### src/rtl/sseg_scan_if.sv
// Load/display bundle between the board wrapper and the seven-segment scanner.
// ld is a one-cycle strobe with no back-pressure: every ld is accepted and captured
// (last write wins); busy stays high from that capture until the value reaches the display.
interface sseg_scan_if;
    logic        ld;
    logic [15:0] data_in;
    logic [3:0]  dp_in;
    logic        busy;
    logic [3:0]  an;
    logic [6:0]  seg;
    logic        dp;
    logic [1:0]  dbg_dig;

    modport master (
        output ld, data_in, dp_in,
        input  busy, an, seg, dp, dbg_dig
    );

    modport slave (
        input  ld, data_in, dp_in,
        output busy, an, seg, dp, dbg_dig
    );
endinterface

### src/rtl/sseg_scan.sv
// Multiplexed 4-digit hex display driver: scans one digit per rising edge of sclk,
// swaps in a newly loaded value only at frame boundaries, and blanks leading zeros.
module sseg_scan #(
    parameter bit LEAD_BLANK     = 1'b1,
    parameter bit SEG_ACTIVE_LOW = 1'b1
) (
    input  logic        clk,
    input  logic        rst,
    input  logic        sclk,
    sseg_scan_if.slave  bus
);

    localparam logic [3:0] AN_DARK  = SEG_ACTIVE_LOW ? 4'hF  : 4'h0;
    localparam logic [6:0] SEG_DARK = SEG_ACTIVE_LOW ? 7'h7F : 7'h00;
    localparam logic       DP_DARK  = SEG_ACTIVE_LOW;

    function automatic logic [6:0] decode(input logic [3:0] nib);
        logic [6:0] s;
        case (nib)
            4'h0: s = 7'h40;
            4'h1: s = 7'h79;
            4'h2: s = 7'h24;
            4'h3: s = 7'h30;
            4'h4: s = 7'h19;
            4'h5: s = 7'h12;
            4'h6: s = 7'h02;
            4'h7: s = 7'h78;
            4'h8: s = 7'h00;
            4'h9: s = 7'h10;
            4'hA: s = 7'h08;
            4'hB: s = 7'h03;
            4'hC: s = 7'h46;
            4'hD: s = 7'h21;
            4'hE: s = 7'h06;
            default: s = 7'h0E;
        endcase
        return s;
    endfunction

    logic        sclk_q;
    logic [1:0]  dig_q, dig_d;
    logic        lit_q, lit_d;
    logic [15:0] disp_q, disp_d;
    logic [3:0]  disp_dp_q, disp_dp_d;
    logic [15:0] pend_q, pend_d;
    logic [3:0]  pend_dp_q, pend_dp_d;
    logic        busy_q, busy_d;
    logic [3:0]  an_q, an_d;
    logic [6:0]  seg_q, seg_d;
    logic        dp_q, dp_d;

    logic        tick;
    logic        frame_end;
    logic [1:0]  nxt;
    logic [15:0] upper;
    logic        blank;
    logic        dp_lit;
    logic [3:0]  an_lo;
    logic [6:0]  seg_lo;

    always_comb begin
        tick      = sclk & ~sclk_q;
        frame_end = tick & (dig_q == 2'd3);

        dig_d     = dig_q;
        lit_d     = lit_q;
        disp_d    = disp_q;
        disp_dp_d = disp_dp_q;
        pend_d    = pend_q;
        pend_dp_d = pend_dp_q;
        busy_d    = busy_q;
        an_d      = an_q;
        seg_d     = seg_q;
        dp_d      = dp_q;

        // Transfer uses the pending value from before this cycle's ld, so a
        // simultaneous ld always lands in pend and waits for the next frame.
        if (frame_end && busy_q) begin
            disp_d    = pend_q;
            disp_dp_d = pend_dp_q;
            busy_d    = 1'b0;
        end
        if (bus.ld) begin
            pend_d    = bus.data_in;
            pend_dp_d = bus.dp_in;
            busy_d    = 1'b1;
        end

        // The first tick after reset lights digit 0 without advancing, so the
        // scan always starts from the rightmost digit.
        nxt    = lit_q ? dig_q + 2'd1 : dig_q;
        upper  = disp_d >> {nxt, 2'b00};
        blank  = LEAD_BLANK && (nxt != 2'd0) && (upper == 16'h0000);
        dp_lit = disp_dp_d[nxt];
        an_lo  = (blank && !dp_lit) ? 4'hF : ~(4'b0001 << nxt);
        seg_lo = blank ? 7'h7F : decode(disp_d[{nxt, 2'b00} +: 4]);

        if (tick) begin
            dig_d = nxt;
            lit_d = 1'b1;
            an_d  = SEG_ACTIVE_LOW ? an_lo  : ~an_lo;
            seg_d = SEG_ACTIVE_LOW ? seg_lo : ~seg_lo;
            dp_d  = SEG_ACTIVE_LOW ? ~dp_lit : dp_lit;
        end
    end

    always_ff @(posedge clk) begin
        if (rst) begin
            sclk_q    <= 1'b0;
            dig_q     <= 2'd0;
            lit_q     <= 1'b0;
            disp_q    <= 16'h0000;
            disp_dp_q <= 4'h0;
            pend_q    <= 16'h0000;
            pend_dp_q <= 4'h0;
            busy_q    <= 1'b0;
            an_q      <= AN_DARK;
            seg_q     <= SEG_DARK;
            dp_q      <= DP_DARK;
        end else begin
            sclk_q    <= sclk;
            dig_q     <= dig_d;
            lit_q     <= lit_d;
            disp_q    <= disp_d;
            disp_dp_q <= disp_dp_d;
            pend_q    <= pend_d;
            pend_dp_q <= pend_dp_d;
            busy_q    <= busy_d;
            an_q      <= an_d;
            seg_q     <= seg_d;
            dp_q      <= dp_d;
        end
    end

    assign bus.busy    = busy_q;
    assign bus.an      = an_q;
    assign bus.seg     = seg_q;
    assign bus.dp      = dp_q;
    assign bus.dbg_dig = dig_q;

endmodule

### src/flat_wrapper.sv
// flat-port wrapper written by rule: the top's interface ports become plain ports
module sseg_scan_flat 
#(
    parameter bit LEAD_BLANK     = 1'b1,
    parameter bit SEG_ACTIVE_LOW = 1'b1
)
  (clk, rst, sclk, bus_ld, bus_data_in, bus_dp_in, bus_busy, bus_an, bus_seg, bus_dp, bus_dbg_dig);
  sseg_scan_if bus_i ();
  input  logic clk;
  input  logic rst;
  input  logic sclk;
  input wire logic [$bits(bus_i.ld)-1:0] bus_ld;
  input wire logic [$bits(bus_i.data_in)-1:0] bus_data_in;
  input wire logic [$bits(bus_i.dp_in)-1:0] bus_dp_in;
  output wire logic [$bits(bus_i.busy)-1:0] bus_busy;
  output wire logic [$bits(bus_i.an)-1:0] bus_an;
  output wire logic [$bits(bus_i.seg)-1:0] bus_seg;
  output wire logic [$bits(bus_i.dp)-1:0] bus_dp;
  output wire logic [$bits(bus_i.dbg_dig)-1:0] bus_dbg_dig;
  assign bus_i.ld = bus_ld;
  assign bus_i.data_in = bus_data_in;
  assign bus_i.dp_in = bus_dp_in;
  assign bus_busy = bus_i.busy;
  assign bus_an = bus_i.an;
  assign bus_seg = bus_i.seg;
  assign bus_dp = bus_i.dp;
  assign bus_dbg_dig = bus_i.dbg_dig;
  sseg_scan #(.LEAD_BLANK(LEAD_BLANK), .SEG_ACTIVE_LOW(SEG_ACTIVE_LOW)) u_core (.clk(clk), .rst(rst), .sclk(sclk), .bus(bus_i));
endmodule
### config.mk
export PLATFORM = sky130hd
export DESIGN_NAME = sseg_scan_flat
export DESIGN_NICKNAME = d
export VERILOG_FILES = /design/src/rtl/sseg_scan_if.sv /design/src/rtl/sseg_scan.sv /design/src/flat_wrapper.sv
export SDC_FILE = /design/constraint.sdc
export NUM_CORES = 1
export LEC_CHECK = 0
export CORE_ASPECT_RATIO = 1.1
export CORE_MARGIN = 5
export CORE_UTILIZATION = 58
export CTS_CLUSTER_SIZE = 16
export DETAILED_ROUTE_END_ITERATION = 10
export PLACE_DENSITY = 0.84
export SYNTH_ARGS = -nofsm -noshare
export SYNTH_HDL_FRONTEND = slang
export SYNTH_SLANG_ARGS = --single-unit
### constraint.sdc
create_clock -name clk -period 4.04 [get_ports clk]
set_input_delay 0.808 -clock clk [delete_from_list [all_inputs] [get_ports clk]]
set_output_delay 0.808 -clock clk [all_outputs]
set_load 0.05 [all_outputs]
==> results.yml <==
place:
  dp.cells: 374
  portBuffers: 38
  place_hpwl_um: 3970
  place_area_um2: 3120
  gp_congestion: 0.841
worst_setup_path:
  required_ns: 4.26
  crit_fanout: 17
  end_kind: "flop"
  critical_path_class: "in2reg"
  r2r-start: "u_core.bus.dbg_dig[0]$_SDFFE_PP0N_"
  worstRegToRegCells: 10
  startpoint: "sclk"
  crit_arrival_ns: 3.47
  cp-start-kind: "input port"
logic_synthesis:
  yosysUniqueCellTypes: 42
  synth_compound_area_frac: 0.0946
  synth_top_family_by_area: "multiplexers"
  synthAdderAreaFrac: 0.0317
  ys.warnings.count: 0
  synth_async_sr_flop_share: 0
  synth_area_per_cell_um2: 9.31
  netlist_instances: 297
  yosys-mux-area-fraction: 0.209
  synth-simple-area-share: 0.184
  synth_top_area_cell: "dfxtp_1"
  synthMostInstantiatedCell: "dfxtp_1"
  synthFlopType: "dfxtp_1"
  synth-edff-count: 0
  synthTopCellsByArea: "dfxtp_1, mux2i_1, nor2_1"
  synth.ff_latch_count: 57
  yosys.area_share.xor_xnor: 0.0154
  synth_area_um2: 2760
  seq_area_frac_synth: 0.413
  ys_top_cells_by_count: "dfxtp_1, nor2_1, nand2_1"
  syn_nets: 328
  netlist.area_leader.share: 0.413
cells_and_area:
  layout.nets: 360
  seqCellArea_um2: 1140
  stdcell_area_um2: 3290
  diodes: 0
  finalNonFillerCells: 390
  drive_gt1_frac: 0.0958
  fill_cells: 360
  multi_input_area_um2: 1480
  area_delta_synth_final_pct: 19.1
sta:
  final-hold-violation-count: 0
  fin_setup_tns_ns: 0
  period_share: 0.804
  finalSetupViolCount: 0
  max_freq_mhz: 308
  max-slew-margin-rel: 0.207
  worst_pin_slew_ns: 1.19
  report.final.slew_viol_count: 0
  final.min_clock_period_ns: 3.25
  rsz0062_at_grt: "no"
  fin_worst_skew_ns: 0.00902
clock_tree:
  cts.clk_slew.worst_paths_ns: 0.06
  postCtsSetupBuffers: 0
  cts_tree: "built"
  holdBufCountCts: 0
  ctsRootBufferMaster: "clkbuf_8"
  numCtsBuffers: 9
  cts_resized: 0
  clock_latency_ns: 0.34
  cts_sinks: 57
  cts.htree.levels: 3
  clockBufferDepth: 2
route:
  firstDrtPassIters: 4
  viasPerCell: 5.65
  drc: 0
  drtIter0Drc: 107
  wl_um: 5550
  ant_nets: 0
  wl_per_cell_um: 14.2
  vias: 2204
pwr:
  irDropWorstVdd_mv: 0.330
  p_leak_nw: 1.40
  power_density_nw_per_um2: 384
die:
  rows: 26
  io_pins: 39
  die_y_um: 82.4
  core_um2: 4620
  die_area_um2: 6250
  fp.dieW_um: 75.8
  start_util: 0.598
global_routing:
  grt_max_degree: 53
  grt_overflow_total: 0
  grt_pass1_wl_um: 9260
  grt_use_total: 0.198
  grt_pass1_vias: 2095
  antenna_found_initial: 0
outcome:
  status: "finished, final reports clean"
min_path:
  min_path_cells: 2
  min_path_type: "reg2reg"
  hold_path.startpoint: "u_core.disp_dp_q[3]$_SDFF_PP0_"
run:
  maxCapViolCount: 0
[flip-flops by register name, indices dropped and copies added (netlist names)]
signal,cells
u_core.sclk_q,1
u_core.pend_dp_q,4
u_core.bus.an,4
u_core.bus.dp,1
u_core.bus.busy,1
u_core.disp_q,16
u_core.disp_dp_q,4
u_core.pend_q,16
u_core.lit_q,1
u_core.bus.seg,7
u_core.bus.dbg_dig,2
[cells by family (layout without fill, tap and decap cells)]
kind of cell | Yosys count | after routing
adders and majority gates | 7 | 7
and+or+nand+nor | 119 | 119
AOI/OAI and AO/OA | 40 | 40
xor gates and xnor gates | 4 | 4
DFF | 57 | 57
muxes | 45 | 45
buffers and inverters | 25 | 62
[worst max-delay path: stages]
cell and delay [ns]:
clkdlybuf4s50_1 0.49, nand4b_1 0.09, buf_4 0.22, mux2i_1 0.16, mux4_1 0.67, ha_1 0.30, nand2_1 0.07, a311o_1 0.21
nand2_1 0.10, o32a_1 0.35
[stage by stage]
stage | hold slack (ns) | total power [mW] | setup WS [ns] | util
6_report | 0.460 | 1.26 | 0.793 | 0.713
5_1_grt | 0.479 | 1.32 | 0.648 | 0.713
4_1_cts | 0.459 | 1.28 | 0.795 | 0.713
3_5_place_dp | 0.450 | 0.813 | 0.451 | 0.675
3_3_place_gp | 0.444 | 0.809 | 0.511 | 0.675
2_1_floorplan | 0.437 | 0.750 | 0.976 | -
[layout make-up]
type	count	area share
multi-input combinational	215	0.449
sequential	57	0.347
timing repair buffer	43	0.127
clock buffer	13	0.0483
tap	56	0.0213
clock inverter	3	0.00456
inverter	3	0.00342
[cells in the final DEF (no fill, tap or decap), types with 3 or more instances in the layout]
cell             count
clkinv_2             3
nor2_1              51
a21oi_1             18
a31oi_1              6
nand2_1             42
clkdlybuf4s50_1     38
nor2b_1              6
dfxtp_1             57
and3_1               4
inv_1                3
nor3_1               6
ha_1                 7
buf_4                5
mux2i_1             32
mux4_2               5
nor4_1               4
clkbuf_8            11
[per-layer routing]
metal	track usage	share of wire	wire [um]	vias up
met4	0.133	0.034	187	0
li1	-	-	-	1092
met2	0.325	0.49	2720	67
met5	0	0	0	-
met3	0.0339	0.055	304	17
met1	0.233	0.42	2340	1028
[power breakdown]
part	switching (mW)	internal [mW]	total [mW]
Sequential	0.0209	0.587	0.608
Clock	0.211	0.253	0.464
Combinational	0.107	0.0856	0.193
[final timing paths]
kind                                         end  slack (ns)
setup / recovery  u_core.bus.seg[5]$_SDFFE_PP1N_        0.79
hold / removal    u_core.disp_dp_q[3]$_SDFF_PP0_        0.46
setup reg to reg  u_core.bus.seg[5]$_SDFFE_PP1N_        1.06
hold reg to reg   u_core.disp_dp_q[3]$_SDFF_PP0_        0.46
Power figures use the tool's default switching activity.
